**config.mk**
```make
export PLATFORM = sky130hd
export DESIGN_NAME = music_ctrl
export DESIGN_NICKNAME = d
export VERILOG_FILES = /design/src/rtl/music_ctrl.sv
export SDC_FILE = /design/constraint.sdc
export NUM_CORES = 1
export LEC_CHECK = 0
export BUFFER_PORTS_ARGS = -buffer_cell sky130_fd_sc_hd__buf_2
export CORE_MARGIN = 4
export CORE_UTILIZATION = 62
export CTS_BUF_LIST = sky130_fd_sc_hd__clkbuf_4 sky130_fd_sc_hd__clkbuf_8
export DETAILED_ROUTE_END_ITERATION = 10
export PLACE_DENSITY = 0.92
export SLEW_MARGIN = 20
export SYNTH_ARGS = -nofsm -noshare
export SYNTH_HDL_FRONTEND = slang
export SYNTH_SLANG_ARGS = --single-unit
```
**constraint.sdc**
```tcl
create_clock -name clk -period 3.6 [get_ports clk]
set_input_delay 0.54 -clock clk [delete_from_list [all_inputs] [get_ports clk]]
set_output_delay 0.54 -clock clk [all_outputs]
set_load 0.01 [all_outputs]
```
**src/rtl/music_ctrl.sv**
```systemverilog
// music_ctrl: turns raw game events into control inputs for the music player.
// It produces a debounced pause toggle, a row-clear jingle trigger, a latched
// game-over flag and a difficulty level. Every output comes from a register.
module music_ctrl #(
  parameter int unsigned ROWS_PER_LEVEL = 10,
  parameter int unsigned MAX_LEVEL      = 15,
  parameter int unsigned DEBOUNCE_W     = 20,
  parameter int unsigned FULL_ROW_HOLD  = 16
) (
  input  logic       clk,
  input  logic       rst_n,
  input  logic       rows_vld,
  input  logic [2:0] rows_cnt,
  input  logic       pause_btn,
  input  logic       game_over,
  input  logic       new_game,
  output logic [3:0] inlevel,
  output logic       full_row,
  output logic       music_pause,
  output logic       music_game_over,
  output logic [9:0] total_rows
);

  typedef enum logic [1:0] {RUN, PAUSED, OVER} state_t;

  localparam logic [6:0] RPL   = 7'(ROWS_PER_LEVEL);
  localparam logic [3:0] LMAX  = 4'(MAX_LEVEL);
  localparam logic [7:0] HOLD  = 8'(FULL_ROW_HOLD);

  state_t                state, state_next;
  logic                  sync1, sync2;
  logic                  deb, deb_d;
  logic [DEBOUNCE_W-1:0] deb_cnt;
  logic                  press;
  logic [5:0]            acc;
  logic [7:0]            hold;
  logic                  row_ok, accept, restart;
  logic [6:0]            sum;
  logic [10:0]           total_sum;

  // Two-stage synchronizer for the asynchronous push-button
  always_ff @(posedge clk or negedge rst_n) begin
    if (!rst_n) begin
      sync1 <= 1'b0;
      sync2 <= 1'b0;
    end else begin
      sync1 <= pause_btn;
      sync2 <= sync1;
    end
  end

  // Debounce: the new level is adopted only after it stays stable long enough
  always_ff @(posedge clk or negedge rst_n) begin
    if (!rst_n) begin
      deb     <= 1'b0;
      deb_d   <= 1'b0;
      deb_cnt <= '0;
    end else begin
      deb_d <= deb;
      if (sync2 == deb) begin
        deb_cnt <= '0;
      end else if (deb_cnt == '1) begin
        deb     <= sync2;
        deb_cnt <= '0;
      end else begin
        deb_cnt <= deb_cnt + DEBOUNCE_W'(1);
      end
    end
  end

  // Press detection, row-event qualification and sums for the datapath
  always_comb begin
    press     = deb & ~deb_d;
    row_ok    = rows_vld && (rows_cnt >= 3'd1) && (rows_cnt <= 3'd4);
    sum       = {1'b0, acc} + {4'b0000, rows_cnt};
    total_sum = {1'b0, total_rows} + {8'b0, rows_cnt};
  end

  // Next state; game_over has priority over every other event
  always_comb begin
    state_next = state;
    accept     = 1'b0;
    restart    = 1'b0;
    unique case (state)
      RUN: begin
        if (game_over) begin
          state_next = OVER;
        end else begin
          accept = row_ok;
          if (press) state_next = PAUSED;
        end
      end
      PAUSED: begin
        if (game_over)  state_next = OVER;
        else if (press) state_next = RUN;
      end
      OVER: begin
        if (!game_over && new_game) begin
          state_next = RUN;
          restart    = 1'b1;
        end
      end
      default: state_next = RUN;
    endcase
  end

  // State register and registered state-decode outputs
  always_ff @(posedge clk or negedge rst_n) begin
    if (!rst_n) begin
      state           <= RUN;
      music_pause     <= 1'b0;
      music_game_over <= 1'b0;
    end else begin
      state           <= state_next;
      music_pause     <= (state_next == PAUSED);
      music_game_over <= (state_next == OVER);
    end
  end

  // Row accounting, level stepping and jingle hold timer
  always_ff @(posedge clk or negedge rst_n) begin
    if (!rst_n) begin
      acc        <= '0;
      inlevel    <= '0;
      total_rows <= '0;
      hold       <= '0;
      full_row   <= 1'b0;
    end else if (restart) begin
      acc        <= '0;
      inlevel    <= '0;
      total_rows <= '0;
      hold       <= '0;
      full_row   <= 1'b0;
    end else begin
      if (accept) begin
        if (sum >= RPL) begin
          acc <= 6'(sum - RPL);
          if (inlevel < LMAX) inlevel <= inlevel + 4'd1;
        end else begin
          acc <= sum[5:0];
        end
        total_rows <= total_sum[10] ? '1 : total_sum[9:0];
      end
      // Leaving RUN kills the trigger so it never straddles a gated-clock pause
      if (state_next != RUN) begin
        full_row <= 1'b0;
        hold     <= '0;
      end else if (accept) begin
        full_row <= 1'b1;
        hold     <= HOLD;
      end else if (full_row) begin
        if (hold <= 8'd1) begin
          full_row <= 1'b0;
          hold     <= '0;
        end else begin
          hold <= hold - 8'd1;
        end
      end
    end
  end

endmodule

```
# Word-level counts from Yosys, hierarchy flattened
# Cells that the tools add are included.
# word_totals
regBits	57
in_bits	9
word_cells	77
# op_classes
add_sub_neg	6
magnitude_cmp	5
eq_ne	6
mux	32
bitwise	3
reduce_logical	12
# ops
op	n
2-to-1 mux 20 bit	2
2-to-1 mux 8 bit	5
2-to-1 mux 10 bit	3
adder 20 x 1 -> 20 bit (second input constant)	1
== test 20 bit (second input constant)	1
2-to-1 mux 6 bit	3
2-to-1 mux 4 bit	4
adder 10 x 3 -> 11 bit	1
2-to-1 mux 2 bit	5
2-to-1 mux 1 bit	9
<= comparator 8 x 1 -> 1 bit (second input constant)	1
nonzero test 2 bit	4
subtractor 8 x 1 -> 8 bit (second input constant)	1
adder 6 x 3 -> 7 bit	1
greater-or-equal comparator 7 x 4 -> 1 bit (second input constant)	1
one-hot mux 2 bit (3 select lines)	1
subtractor 6 x 4 -> 6 bit (second input constant)	1
adder 4 x 1 -> 4 bit (second input constant)	1
== test 2 x 1 -> 1 bit (second input constant)	2
== test 2 bit (second input constant)	2
< comparator 4 bit (second input constant)	1
nonzero test 4 bit	1
greater-or-equal comparator 3 x 1 -> 1 bit (second input constant)	1
<= comparator 3 bit (second input constant)	1
8 further kinds	11

# Longest topological paths before layout
# depth
word_depth	8
ltp_mapped	10
depth_no_buf	9

# Worst setup path before layout
# No wires, ideal clock.
# synth_path
kind	input -> register
startpoint	input rows_cnt[0]
endpoint	register acc[2]
arrival_time_ps	2800
t_required_ps	3525
path_slack_ps	725
cell_stages	9
n_path_buf	0
cell_sequence	ha_1 > fa_1 > xor2_1 > inv_2 > ha_1 > o311ai_0 > o21bai_4 > mux2_4 > o21ai_2
# synth_between
elab_chain_len	6
elab_cells_between_ends	13
cone_classes	add/sub (2); order compare (3); mux (5); reduce/logical (3)
# synth_rtl
element	line	text
start: declaration	13	input logic [2:0] rows_cnt,
parallel branches: the longest is 6 deep, another holds adder 6 x 3 -> 7 bit	--	
end signal: assignment	137	acc <= 6'(sum - RPL);
end signal: assignment	140	acc <= sum[5:0];
end: declaration	35	logic [5:0] acc;
# Parallel ways; which one is timed is not known. The select of a mux whose other input is x is not followed.
# A chain may end at the register's enable or synchronous reset.

# Worst setup path in the final report
# layout_path
startpoint	register acc[0]
endpoint	register acc[2]
# layout_between
elab_chain_len	5
elab_cells_between_ends	6
cone_classes	add/sub (2); order compare (1); mux (3)
# layout_rtl
element	line	text
adder 6 x 3 -> 7 bit *	75	sum = {1'b0, acc} + {4'b0000, rows_cnt};
subtractor 6 x 4 -> 6 bit / greater-or-equal comparator 7 x 4 -> 1 bit (equally long branches)	137, 136	
2-to-1 mux 6 bit *	136	if (sum >= RPL) begin
2-to-1 mux 6 bit *	135	if (accept) begin
2-to-1 mux 6 bit *	128	end else if (restart) begin
# Mark *: on every way between the ends. The rest lies on a longest branch, timed or not. The select of a mux whose other input is x is not followed.

==> metrics.md <==
| Metric | Value |
|---|---|
| WL/cell | `15.4 um` |
| Most frequent cells in the layout | `dfrtp_1 (57), nor2_1 (40), buf_2 (25)` |
| Worst slew margin | `49.5%` |
| EDFF count, synth | `0` |
| CTS Root Cell | `clkbuf_8` |
| Total GRT Usage | `24.1%` |
| Fmax | `0.339 GHz` |
| Worst path max stage delay | `~0.55 ns` |
| CP required | `around 3.9 ns` |
| Num CTS Buffers | `9` |
| Final GP Congestion | `0.921` |
| TritonCTS Sinks | `57` |
| CP endpoint kind | `flop` |
| Pwr dens | `approximately 460 nW/um^2` |
| Multi-input logic area | `~1600 um^2` |
| Detail Placement HPWL | `4630 um` |
| Chip Width | `78.4 um` |
| Starting density of the core | `between 60% and 70%` |
| Switching Fraction | `26.4%` |
| Layout cell share with drive strength beyond 1 | `between 10% and 20%` |
| CP cell instances | `ha_1, fa_1, xor2_1, inv_2, ha_1, o311ai_0, o21bai_4, mux2_4, o21ai_2` |
| Grt total ovfl | `0` |
| Iter 0 DRT Violations | `roughly 150` |
| Static Leak | `between 1.5 and 2 nW` |
| Most common cell after layout, fill and taps aside | `dfrtp_1` |
| Area grow syn2layout | `13.6%` |
| Period utilization | `about four fifths` |
| Via Count | `2555` |
| Most used cell, CP | `ha_1` |
| Status | `finished, final reports clean` |
| Comb pwr share | `17.1%` |
| Post-CTS Resized | `0` |
| Netlist cell types | `51` |
| Max Clock Skew | `0.00910 ns` |
| Clock Power Share | `39.6%` |
| Largest net degree at the start of global routing | `35` |
| FILL cells | `331` |
| Post-Synthesis Net Count | `347` |
| Hold Violations, Final | `0` |
| Seq/Total Area, Yosys | `between 40% and 50%` |
| # DRC | `0` |
| DRT antenna net count | `0` |
| Syn. warnings | `0` |
| Maximum Capacitance Violations | `0` |
| Slowest CP cell | `o311ai_0` |
| DP Area | `3280 um^2` |
| Post-layout instance area | `around 3500 um^2` |
| Die height | `78.4 um` |
| Number of synthesized register bits | `57` |
| WS Path Type | `flop to flop` |
| Placed Cells | `413` |
| Hold slack final | `approximately 0.27 ns` |
| Worst r2r path cells | `9` |
| Hold Crit Class | `primary input to asynchronous set/reset pin` |
| Fin cells | `about 430` |
| Global-route wire length before repair | `approximately 11000 um` |
| Startpoint Class | `flop` |
| Die area | `between 6000 and 7000 um^2` |
| Critical path buffer and inverter count | `1` |
| FF/Latch Area | `around 1400 um^2` |
| R2R Setup Slk | `0.65 ns` |
| Fin crit period | `2.95 ns` |
| CTS tree | `built` |
| Async S/R FF share, synth | `100%` |
| Worst vdd ir | `335 uV` |
| Setup TNS | `0 ns` |
| # IOs | `26` |
| Pwr Total | `0.00159 W` |
| CORE AREA | `between 4000 and 5000 um^2` |
| Flop pwr share | `43.3%` |
| Cell-internal power | `0.00117 W` |
| Crit path DAT | `3.22 ns` |
| R2R Path Start | `acc[0]$_DFFE_PN0P_` |
| Post-Syn Area | `3080 um^2` |
| Vias in the first global route | `2492` |
| Worst-path clk slew | `0.07 ns` |
| Initial antenna violation count | `0` |
| Router iterations before antenna repair | `4` |
| CP delay by family, top | `compound AO/OA/AOI/OAI gates` |
| RSZ-0062 raised after global routing | `false` |
| Ys flop type | `dfrtp_1` |
| Final setup fails | `0` |
| Row cnt | `25` |
| Measured slew at the worst slew-check pin | `between 0.7 and 0.8 ns` |
| IO Port Bufs | `25` |
| Clock buffer depth | `2` |
| H-tree depth | `3` |
| Vias/cell | `5.96` |
| Antenna Cells | `0` |
| Nets | `379` |
| Worst r2r dst | `acc[2]$_DFFE_PN0P_` |
| Setup bufs post-CTS | `0` |
| Cts-stage hold buffer count | `0` |
| Syn Inst Count | `325` |
| Syn_area_per_cell | `9.46 um^2` |
| CP Max Fanout | `8` |
| Max-slew violations | `0` |
| WL final | `6620 um` |
| Worst-Skew Late Latency | `0.34 ns` |
| Net Switching | `0.000421 W` |
==> final cells by class <==
cell class / count / share of cell area (%)
Clock buffer: 14 / 5.16
Inverter: 15 / 1.61
Tap cell: 67 / 2.40
Clock inverter: 2 / 1.00
Sequential cell: 57 / 40.8
Timing Repair Buffer: 28 / 4.22
Multi-Input combinational cell: 246 / 44.8
==> how the worst max path moves through the flow <==
stage / start / end / slack, ns / cells past startpoint
2_1_floorplan: rows_cnt[0] / acc[2]$_DFFE_PN0P_ / 0.72 / 9
3_3_place_gp: rows_cnt[0] / acc[2]$_DFFE_PN0P_ / 0.50 / 10
3_5_place_dp: rows_cnt[0] / acc[2]$_DFFE_PN0P_ / 0.33 / 10
4_1_cts: acc[0]$_DFFE_PN0P_ / acc[2]$_DFFE_PN0P_ / 0.69 / 9
5_1_grt: acc[0]$_DFFE_PN0P_ / acc[2]$_DFFE_PN0P_ / 0.56 / 9
6_report: acc[0]$_DFFE_PN0P_ / acc[2]$_DFFE_PN0P_ / 0.65 / 9
==> cells by family (layout without fill, tap and decap cells) <==
family / after synthesis / after routing / synth area share [%]
simple gates: 140 / 140 / 22.3
compound gates: 63 / 63 / 13.7
flops: 57 / 57 / 46.4
xor+xnor: 22 / 22 / 6.27
buf+inv: 22 / 59 / 2.73
fa+ha+maj: 13 / 13 / 5.78
mux: 8 / 8 / 2.85
==> stage by stage <==
| stage | utilization (%) | setup slack, ns |
|---|---|---|
| 6_report | 73.5 | 0.652 |
| 5_1_grt | 73.5 | 0.557 |
| 4_1_cts | 73.5 | 0.685 |
| 3_5_place_dp | 69.0 | 0.329 |
| 3_3_place_gp | 69.0 | 0.499 |
| 2_1_floorplan | - | 0.725 |
==> registers in the layout (all words and copies together), names as in the netlist, 2 cells and up <==
name / flops
deb_cnt: 20
inlevel: 4
state: 2
hold: 8
total_rows: 10
acc: 6
==> worst register-to-register path, cell delays in order (launching register included) <==
cell      delay (ns)
dfrtp_1         0.38
ha_1            0.23
fa_1            0.42
xor2_1          0.26
inv_2           0.08
ha_1            0.24
o311ai_0        0.55
o21bai_4        0.29
mux2_4          0.33
o21ai_2         0.10
==> layer usage <==
| layer | GRT usage (%) | routed length (um) |
|---|---|---|
| met4 | 9.27 | 172 |
| met5 | 0 | 0 |
| met3 | 7.91 | 395 |
| met2 | 41.1 | 3340 |
| met1 | 28.3 | 2710 |
==> power by group through the flow <==
stage | Clock, W | Sequential (W) | Combinational (W)
2_1_floorplan | 0 | 0.000696 | 0.000195
3_3_place_gp | 0 | 0.000698 | 0.000254
3_5_place_dp | 0 | 0.000699 | 0.000269
4_1_cts | 0.000641 | 0.000688 | 0.000271
5_1_grt | 0.000674 | 0.000692 | 0.000303
6_report | 0.000631 | 0.000689 | 0.000273
==> Yosys cell counts, types with 3 or more instances <==
cell / count / area share [%]
xnor2_1: 10 / 2.8
clkbuf_1: 5 / 0.61
o21ai_0: 13 / 2.1
and3_1: 7 / 1.4
nor2b_1: 4 / 0.81
a21oi_1: 21 / 3.4
nand3_1: 22 / 3.6
or2_2: 6 / 1.2
nor3_1: 15 / 2.4
nor2_1: 40 / 4.9
nor4_1: 4 / 0.81
or3_1: 7 / 1.4
a31oi_1: 4 / 0.81
ha_1: 11 / 4.5
xor2_1: 12 / 3.4
nand4_1: 6 / 1.2
and4_1: 3 / 0.85
nand2_1: 21 / 2.6
dfrtp_1: 57 / 46
mux2i_1: 5 / 1.6
inv_1: 14 / 1.7
No activity file was read; power rests on OpenSTA's default activity.
